<file path="config.mk">
export PLATFORM = sky130hd
export DESIGN_NAME = rca_lsq_mem_responder_flat
export DESIGN_NICKNAME = d
export VERILOG_FILES = /design/src/rtl/rca_lsq_mem_responder_if.sv /design/src/rtl/rca_lsq_mem_responder.sv /design/src/flat_wrapper.sv
export SDC_FILE = /design/constraint.sdc
export NUM_CORES = 1
export LEC_CHECK = 0
export ABC_AREA = 1
export BUFFER_PORTS_ARGS = -buffer_cell sky130_fd_sc_hd__clkbuf_2
export CAP_MARGIN = 10
export CELL_PAD_IN_SITES_DETAIL_PLACEMENT = 1
export CELL_PAD_IN_SITES_GLOBAL_PLACEMENT = 1
export CORE_MARGIN = 5
export CORE_UTILIZATION = 33
export CTS_BUF_LIST = sky130_fd_sc_hd__clkbuf_4 sky130_fd_sc_hd__clkbuf_8 sky130_fd_sc_hd__clkbuf_16
export DETAILED_ROUTE_END_ITERATION = 10
export PLACE_DENSITY = 0.81
export SLEW_MARGIN = 20
export SYNTH_ARGS = -nofsm -noshare
export SYNTH_HDL_FRONTEND = slang
export SYNTH_SLANG_ARGS = --single-unit
</file>
<file path="constraint.sdc">
create_clock -name clk -period 2 [get_ports clk]
set_input_delay 0.3 -clock clk [delete_from_list [all_inputs] [get_ports clk]]
set_output_delay 0.3 -clock clk [all_outputs]
set_load 0.01 [all_outputs]
</file>
<file path="src/rtl/rca_lsq_mem_responder_if.sv">
`default_nettype none
// ============================================================================
// Module   : rca_lsq_mem_responder_if
// Brief    : LSQ request/response and data-memory port bundle for the
//            RCA memory responder (slave = responder view).
// Revision : 1.0 - initial release
// ============================================================================
interface rca_lsq_mem_responder_if #(
    parameter int XLEN  = 32,
    parameter int TAG_W = 3
) ();
    logic             lsq_req_valid;
    logic             lsq_req_ready;
    logic [XLEN-1:0]  lsq_req_addr;
    logic             lsq_req_we;
    logic [3:0]       lsq_req_be;
    logic [XLEN-1:0]  lsq_req_wdata;
    logic [TAG_W-1:0] lsq_req_tag;
    logic             lsq_rsp_valid;
    logic [XLEN-1:0]  lsq_rsp_data;
    logic [TAG_W-1:0] lsq_rsp_tag;
    logic             cpu_lsu_busy;
    logic             flush;
    logic             mem_req;
    logic [XLEN-1:0]  mem_addr;
    logic             mem_we;
    logic [3:0]       mem_be;
    logic [XLEN-1:0]  mem_wdata;
    logic             mem_ack;
    logic             mem_rvalid;
    logic [XLEN-1:0]  mem_rdata;
    logic             idle;
    logic             misalign_err;

    modport slave (
        input  lsq_req_valid, lsq_req_addr, lsq_req_we, lsq_req_be,
               lsq_req_wdata, lsq_req_tag, cpu_lsu_busy, flush,
               mem_ack, mem_rvalid, mem_rdata,
        output lsq_req_ready, lsq_rsp_valid, lsq_rsp_data, lsq_rsp_tag,
               mem_req, mem_addr, mem_we, mem_be, mem_wdata,
               idle, misalign_err
    );

    modport master (
        output lsq_req_valid, lsq_req_addr, lsq_req_we, lsq_req_be,
               lsq_req_wdata, lsq_req_tag, cpu_lsu_busy, flush,
               mem_ack, mem_rvalid, mem_rdata,
        input  lsq_req_ready, lsq_rsp_valid, lsq_rsp_data, lsq_rsp_tag,
               mem_req, mem_addr, mem_we, mem_be, mem_wdata,
               idle, misalign_err
    );
endinterface
`default_nettype wire

</file>
<file path="src/rtl/rca_lsq_mem_responder.sv">
`default_nettype none
// ============================================================================
// Module   : rca_lsq_mem_responder
// Brief    : Issues RCA load/store queue requests to data memory when the CPU
//            LSU is idle and returns load data in issue order with tags.
//            Optional feature macro: RCA_LSQ_MISALIGN_CHECK_EN.
// Revision : 1.0 - initial release
// ============================================================================
module rca_lsq_mem_responder #(
    parameter int XLEN            = 32,
    parameter int TAG_W           = 3,
    parameter int MAX_OUTSTANDING = 4
) (
    input  wire logic                     clk,
    input  wire logic                     rst,
    rca_lsq_mem_responder_if.slave        bus
);
    localparam int c_OW = $clog2(MAX_OUTSTANDING + 1);
    localparam int c_PW = $clog2(MAX_OUTSTANDING);
    localparam logic [c_OW-1:0] c_MAX_CNT = c_OW'(MAX_OUTSTANDING);
    localparam logic [c_OW-1:0] c_ONE     = c_OW'(1);

    localparam logic [1:0] c_ST_IDLE  = 2'd0;
    localparam logic [1:0] c_ST_HOLD  = 2'd1;
    localparam logic [1:0] c_ST_DRAIN = 2'd2;

    logic [1:0]       r_state;
    logic [1:0]       w_state_nxt;
    logic [XLEN-1:0]  r_addr;
    logic             r_we;
    logic [3:0]       r_be;
    logic [XLEN-1:0]  r_wdata;
    logic [TAG_W-1:0] r_tag;
    logic [c_OW-1:0]  r_outstanding;
    logic [c_OW-1:0]  w_outstanding_nxt;
    logic [TAG_W-1:0] r_tag_fifo [MAX_OUTSTANDING];
    logic [c_PW-1:0]  r_wr_ptr;
    logic [c_PW-1:0]  r_rd_ptr;
    logic             r_rsp_valid;
    logic [XLEN-1:0]  r_rsp_data;
    logic [TAG_W-1:0] r_rsp_tag;
    logic             r_misalign;

    logic w_ready;
    logic w_accept;
    logic w_mem_req;
    logic w_ack;
    logic w_push;
    logic w_pop;
    logic w_rsp_fire;
    logic w_misaligned;

    assign w_ready   = !rst && (r_state == c_ST_IDLE) && !bus.flush &&
                       (bus.lsq_req_we || (r_outstanding < c_MAX_CNT));
    assign w_accept  = bus.lsq_req_valid && w_ready;
    // The CPU LSU steals the port combinationally; the held request simply retries.
    assign w_mem_req = !rst && (r_state == c_ST_HOLD) && !bus.cpu_lsu_busy;
    assign w_ack     = w_mem_req && bus.mem_ack;
    assign w_push    = w_ack && !r_we;
    assign w_pop     = bus.mem_rvalid && (r_outstanding != '0);
    assign w_rsp_fire = w_pop && (r_state != c_ST_DRAIN) && !bus.flush;

`ifdef RCA_LSQ_MISALIGN_CHECK_EN
    always_comb begin
        w_misaligned = 1'b1;
        case (bus.lsq_req_be)
            4'hF:                       w_misaligned = (bus.lsq_req_addr[1:0] != 2'b00);
            4'h3, 4'hC:                 w_misaligned = bus.lsq_req_addr[0];
            4'h1, 4'h2, 4'h4, 4'h8:     w_misaligned = 1'b0;
            default:                    w_misaligned = 1'b1;
        endcase
    end
`else
    assign w_misaligned = 1'b0;
`endif

    always_comb begin
        w_outstanding_nxt = r_outstanding;
        if (w_push && !w_pop) begin
            w_outstanding_nxt = r_outstanding + c_ONE;
        end else if (!w_push && w_pop) begin
            w_outstanding_nxt = r_outstanding - c_ONE;
        end
    end

    always_comb begin
        w_state_nxt = r_state;
        case (r_state)
            c_ST_IDLE: begin
                if (bus.flush) begin
                    w_state_nxt = (w_outstanding_nxt != '0) ? c_ST_DRAIN : c_ST_IDLE;
                end else if (w_accept && !w_misaligned) begin
                    w_state_nxt = c_ST_HOLD;
                end
            end
            c_ST_HOLD: begin
                // An ack in the flush cycle still counts: its load joins the drain.
                if (bus.flush) begin
                    w_state_nxt = (w_outstanding_nxt != '0) ? c_ST_DRAIN : c_ST_IDLE;
                end else if (w_ack) begin
                    w_state_nxt = c_ST_IDLE;
                end
            end
            c_ST_DRAIN: begin
                if (w_outstanding_nxt == '0) begin
                    w_state_nxt = c_ST_IDLE;
                end
            end
            default: w_state_nxt = c_ST_IDLE;
        endcase
    end

    always_ff @(posedge clk) begin
        if (rst) begin
            r_state       <= c_ST_IDLE;
            r_addr        <= '0;
            r_we          <= 1'b0;
            r_be          <= '0;
            r_wdata       <= '0;
            r_tag         <= '0;
            r_outstanding <= '0;
            r_wr_ptr      <= '0;
            r_rd_ptr      <= '0;
            r_rsp_valid   <= 1'b0;
            r_rsp_data    <= '0;
            r_rsp_tag     <= '0;
            r_misalign    <= 1'b0;
        end else begin
            r_state       <= w_state_nxt;
            r_outstanding <= w_outstanding_nxt;
            r_rsp_valid   <= w_rsp_fire;
            if (w_accept && !w_misaligned) begin
                r_addr  <= bus.lsq_req_addr;
                r_we    <= bus.lsq_req_we;
                r_be    <= bus.lsq_req_be;
                r_wdata <= bus.lsq_req_wdata;
                r_tag   <= bus.lsq_req_tag;
            end
            if (w_accept && w_misaligned) begin
                r_misalign <= 1'b1;
            end
            if (w_push) begin
                r_tag_fifo[r_wr_ptr] <= r_tag;
                r_wr_ptr             <= r_wr_ptr + 1'b1;
            end
            if (w_pop) begin
                r_rd_ptr <= r_rd_ptr + 1'b1;
            end
            if (w_rsp_fire) begin
                r_rsp_data <= bus.mem_rdata;
                r_rsp_tag  <= r_tag_fifo[r_rd_ptr];
            end
        end
    end

    assign bus.lsq_req_ready = w_ready;
    assign bus.lsq_rsp_valid = r_rsp_valid;
    assign bus.lsq_rsp_data  = r_rsp_data;
    assign bus.lsq_rsp_tag   = r_rsp_tag;
    assign bus.mem_req       = w_mem_req;
    assign bus.mem_addr      = r_addr;
    assign bus.mem_we        = r_we;
    assign bus.mem_be        = r_be;
    assign bus.mem_wdata     = r_wdata;
    assign bus.idle          = (r_state == c_ST_IDLE) && (r_outstanding == '0);
    assign bus.misalign_err  = r_misalign;

    // Memory must never return data without a matching issued load.
    a_rvalid_has_tag: assert property (@(posedge clk) disable iff (rst)
        bus.mem_rvalid |-> (r_outstanding != '0));

endmodule
`default_nettype wire

</file>
<file path="src/flat_wrapper.sv">
// flat-port wrapper written by rule: the top's interface ports become plain ports
module rca_lsq_mem_responder_flat 
#(
    parameter int XLEN            = 32,
    parameter int TAG_W           = 3,
    parameter int MAX_OUTSTANDING = 4
)
  (clk, rst, bus_lsq_req_valid, bus_lsq_req_addr, bus_lsq_req_we, bus_lsq_req_be, bus_lsq_req_wdata, bus_lsq_req_tag, bus_cpu_lsu_busy, bus_flush, bus_mem_ack, bus_mem_rvalid, bus_mem_rdata, bus_lsq_req_ready, bus_lsq_rsp_valid, bus_lsq_rsp_data, bus_lsq_rsp_tag, bus_mem_req, bus_mem_addr, bus_mem_we, bus_mem_be, bus_mem_wdata, bus_idle, bus_misalign_err);
  rca_lsq_mem_responder_if #(.XLEN(XLEN), .TAG_W(TAG_W)) bus_i ();
  input  wire logic clk;
  input  wire logic rst;
  input wire logic [$bits(bus_i.lsq_req_valid)-1:0] bus_lsq_req_valid;
  input wire logic [$bits(bus_i.lsq_req_addr)-1:0] bus_lsq_req_addr;
  input wire logic [$bits(bus_i.lsq_req_we)-1:0] bus_lsq_req_we;
  input wire logic [$bits(bus_i.lsq_req_be)-1:0] bus_lsq_req_be;
  input wire logic [$bits(bus_i.lsq_req_wdata)-1:0] bus_lsq_req_wdata;
  input wire logic [$bits(bus_i.lsq_req_tag)-1:0] bus_lsq_req_tag;
  input wire logic [$bits(bus_i.cpu_lsu_busy)-1:0] bus_cpu_lsu_busy;
  input wire logic [$bits(bus_i.flush)-1:0] bus_flush;
  input wire logic [$bits(bus_i.mem_ack)-1:0] bus_mem_ack;
  input wire logic [$bits(bus_i.mem_rvalid)-1:0] bus_mem_rvalid;
  input wire logic [$bits(bus_i.mem_rdata)-1:0] bus_mem_rdata;
  output wire logic [$bits(bus_i.lsq_req_ready)-1:0] bus_lsq_req_ready;
  output wire logic [$bits(bus_i.lsq_rsp_valid)-1:0] bus_lsq_rsp_valid;
  output wire logic [$bits(bus_i.lsq_rsp_data)-1:0] bus_lsq_rsp_data;
  output wire logic [$bits(bus_i.lsq_rsp_tag)-1:0] bus_lsq_rsp_tag;
  output wire logic [$bits(bus_i.mem_req)-1:0] bus_mem_req;
  output wire logic [$bits(bus_i.mem_addr)-1:0] bus_mem_addr;
  output wire logic [$bits(bus_i.mem_we)-1:0] bus_mem_we;
  output wire logic [$bits(bus_i.mem_be)-1:0] bus_mem_be;
  output wire logic [$bits(bus_i.mem_wdata)-1:0] bus_mem_wdata;
  output wire logic [$bits(bus_i.idle)-1:0] bus_idle;
  output wire logic [$bits(bus_i.misalign_err)-1:0] bus_misalign_err;
  assign bus_i.lsq_req_valid = bus_lsq_req_valid;
  assign bus_i.lsq_req_addr = bus_lsq_req_addr;
  assign bus_i.lsq_req_we = bus_lsq_req_we;
  assign bus_i.lsq_req_be = bus_lsq_req_be;
  assign bus_i.lsq_req_wdata = bus_lsq_req_wdata;
  assign bus_i.lsq_req_tag = bus_lsq_req_tag;
  assign bus_i.cpu_lsu_busy = bus_cpu_lsu_busy;
  assign bus_i.flush = bus_flush;
  assign bus_i.mem_ack = bus_mem_ack;
  assign bus_i.mem_rvalid = bus_mem_rvalid;
  assign bus_i.mem_rdata = bus_mem_rdata;
  assign bus_lsq_req_ready = bus_i.lsq_req_ready;
  assign bus_lsq_rsp_valid = bus_i.lsq_rsp_valid;
  assign bus_lsq_rsp_data = bus_i.lsq_rsp_data;
  assign bus_lsq_rsp_tag = bus_i.lsq_rsp_tag;
  assign bus_mem_req = bus_i.mem_req;
  assign bus_mem_addr = bus_i.mem_addr;
  assign bus_mem_we = bus_i.mem_we;
  assign bus_mem_be = bus_i.mem_be;
  assign bus_mem_wdata = bus_i.mem_wdata;
  assign bus_idle = bus_i.idle;
  assign bus_misalign_err = bus_i.misalign_err;
  rca_lsq_mem_responder #(.XLEN(XLEN), .TAG_W(TAG_W), .MAX_OUTSTANDING(MAX_OUTSTANDING)) u_core (.clk(clk), .rst(rst), .bus(bus_i));
endmodule
</file>
==> flow_summary.json <==
{
  "port-buffer-count": 218,
  "setup_tns_ps": 0,
  "cts_root_buffer": "clkbuf_16",
  "ys_ff_latch": 129,
  "synth_most_common_cell": "nand2_1",
  "min_period_over_period_pct": 87.6,
  "grt_pass1_vias": 4672,
  "dieArea_um2": 17300,
  "syn2layout_area_growth_pct": 36.3,
  "setup_viol": 0,
  "hp-class": "input pin to flop",
  "postCtsHoldBufs": 0,
  "wl_um": 14200,
  "num_vias": 4560,
  "dieHeight_um": 132,
  "synth.mux.area_fraction_pct": 0,
  "start_kind": "flop",
  "grt_start_max_net_pins": 111,
  "postCtsSetupBuffers": 0,
  "yosys-top-cells-area": "dfxtp_1 (48%), nand2_1 (12%), nand3_1 (7.7%)",
  "antenna_cells": 0,
  "synth-edff-count": 12,
  "period_minus_slack_ps": 1750,
  "critPathKind": "flop to flop",
  "chipWidth_um": 132,
  "cts_sinks": 129,
  "hold_viol_final": 0,
  "fillCellCount": 1834,
  "antenna_found_initial": 0,
  "path_clk_slew_ps": 60,
  "dp_cells": 962,
  "cts_buffers": 17,
  "drv_cap": 0,
  "clock_latency_ps": 400,
  "run_status": "finished, final reports clean",
  "path_max_fanout": 38,
  "fin_area_um2": 6650,
  "power.leakage_nw": 3.46,
  "core_um2": 14500,
  "peakVddDrop_mv": 0.511,
  "yosysSeqAreaShare_pct": 55.4,
  "yosys_warnings": 0,
  "synth-async-reset-ratio_pct": 0,
  "gp_congestion": 0.748,
  "cts_tree": "done",
  "end_kind": "flop",
  "syn_inst": 590,
  "synth_nets": 708,
  "cts_max_path_buffers": 2,
  "fmax_mhz": 571,
  "synth_common_cells": "nand2_1 (156), dfxtp_1 (117), nor2_1 (91), nand3_1 (75), o21ai_0 (42)",
  "worstPathArrival_ps": 2080,
  "skew_ps": 5.51,
  "worst-slew-pin-transition_ps": 515,
  "finalNonFillerCells": 994,
  "dpl_cell_area_um2": 6030,
  "syn_area_um2": 4870,
  "vias_per_cell": 4.59,
  "grt_setup_unrepaired": "false",
  "max-slew-margin-rel_pct": 65.7,
  "hold-worst-slack_ps": 85.4,
  "synth-compound-area-share_pct": 5.83,
  "multi_input_area_um2": 1840,
  "p_per_area_nw_per_um2": 1200,
  "grt_use_total_pct": 16.5,
  "avgSynthCellArea_um2": 8.26,
  "final_nets": 915,
  "initial_core_util_pct": 33.5,
  "yosysTopAreaCell": "dfxtp_1",
  "synth_ff_type": "dfxtp_1",
  "synth_top_area_share_pct": 48.0,
  "drt-initial-drc-count": 224,
  "dp_hpwl_um": 10400,
  "synth_fa_ha_area_share_pct": 1.80,
  "post_cts_resized": 0,
  "synth_top_family_by_area": "simple AND/OR/NAND/NOR gates",
  "grt_pass1_wl_um": 23500,
  "postRouteAntennaNets": 0,
  "worstPathRequired_ps": 2330,
  "synth_simple_gate_area_share_pct": 29.3,
  "overflow": 0,
  "drc": 0,
  "regArea_um2": 2700,
  "drt-wirelength-per-cell_um": 14.3,
  "final_max_slew_viol_count": 0,
  "fp-row-count": 44,
  "synth-xor-area-share_pct": 0.539,
  "cts_htree_levels": 4,
  "drive_above_1_share_pct": 33.7,
  "dr.pass1.iters": 4,
  "pin_count": 220,
  "utilization_pct": 45.7,
  "ys_types": 29
}
[placed cells by master (no fill, tap or decap), types with 3 or more instances in the layout]
master	synthesis	routed
o21ai_1	5	5
a31oi_1	3	3
nand2_1	156	155
edfxtp_1	12	12
clkbuf_16	0	19
nand3_1	75	75
clkbuf_4	0	3
clkinv_4	1	4
dfxtp_1	117	117
clkbuf_2	0	218
buf_4	9	5
nand2_2	4	5
nor2_1	91	91
o21ai_0	42	42
clkbuf_8	0	4
inv_1	19	19
ha_1	7	7
a21oi_1	6	6
[cell type report]
| type | instances | area share [%] |
|---|---|---|
| well taps | 184 | 3.46 |
| multi-input cells | 402 | 27.7 |
| repair buffers | 225 | 17.6 |
| clock inverters | 6 | 0.998 |
| inverters | 22 | 1.32 |
| flip-flops and latches | 129 | 40.7 |
| clock buffers | 26 | 8.32 |
[metal layers]
layer / GRT usage [%] / share of wire, % / vias up
met3: 6.57 / 7.7 / 15
met5: 0 / 0 / -
met1: 18.3 / 41 / 2088
met4: 6.06 / 1.7 / 0
met2: 28.6 / 49 / 151
li1: - / - / 2306
[critical path: stages, from the launching register on]
cell and delay, ps:
dfxtp_1 360, inv_1 90, ha_1 210, nand2_2 80
nand2_2 90, nor3_4 160, buf_4 360, o21ai_0 130
a31oi_1 170
[registers in the layout, summed over array words and instances (netlist names)]
| register | count |
|---|---|
| u_core.bus.lsq_rsp_tag | 3 |
| u_core.bus.lsq_rsp_data | 32 |
| u_core.bus.lsq_rsp_valid | 1 |
| u_core.bus.mem_we | 1 |
| u_core.bus.mem_wdata | 32 |
| u_core.r_tag | 3 |
| u_core.r_tag_fifo | 12 |
| u_core.r_wr_ptr | 2 |
| u_core.r_outstanding | 3 |
| u_core.r_state | 2 |
| u_core.bus.mem_be | 4 |
| u_core.bus.mem_addr | 32 |
| u_core.r_rd_ptr | 2 |
[report_power, final]
part	internal (mW)	total, mW	switching, mW
sequential	2.99	3.21	0.223
combinational	0.626	1.64	1.02
clock	2.04	3.15	1.12
total	5.65	8.01	2.35
[path summary, 6_finish.rpt]
| path | to | start | cells past startpoint | slack [ps] |
|---|---|---|---|---|
| setup / recovery | u_core.bus.lsq_rsp_tag[0] | u_core.r_outstanding[0] | 8 | 250 |
| hold / removal | u_core.bus.mem_wdata[31] | bus_lsq_req_wdata[31] | 3 | 90 |
| setup reg to reg | u_core.bus.lsq_rsp_tag[0] | u_core.r_outstanding[0] | 8 | 250 |
| hold reg to reg | u_core.bus.mem_addr[8] | u_core.bus.mem_addr[8] | 2 | 460 |
[metrics by stage]
step	total power [mW]	worst slack, ps
floorplan	4.25	587
global route	8.47	38.5
detailed placement	4.94	237
finish	8.01	248
CTS	8.14	202
global placement	4.88	308
[logic make-up (layout without fill, tap and decap cells)]
kind of cell               count (synthesis)  in the layout
AOI/OAI and AO/OA                         56             56
and+or+nand+nor                          335            335
buffers and inverters                     59            279
DFF                                      129            129
other                                      1              1
xor gates and xnor gates                   3              3
adders and majority gates                  7              7
Power figures use the tool's default switching activity.
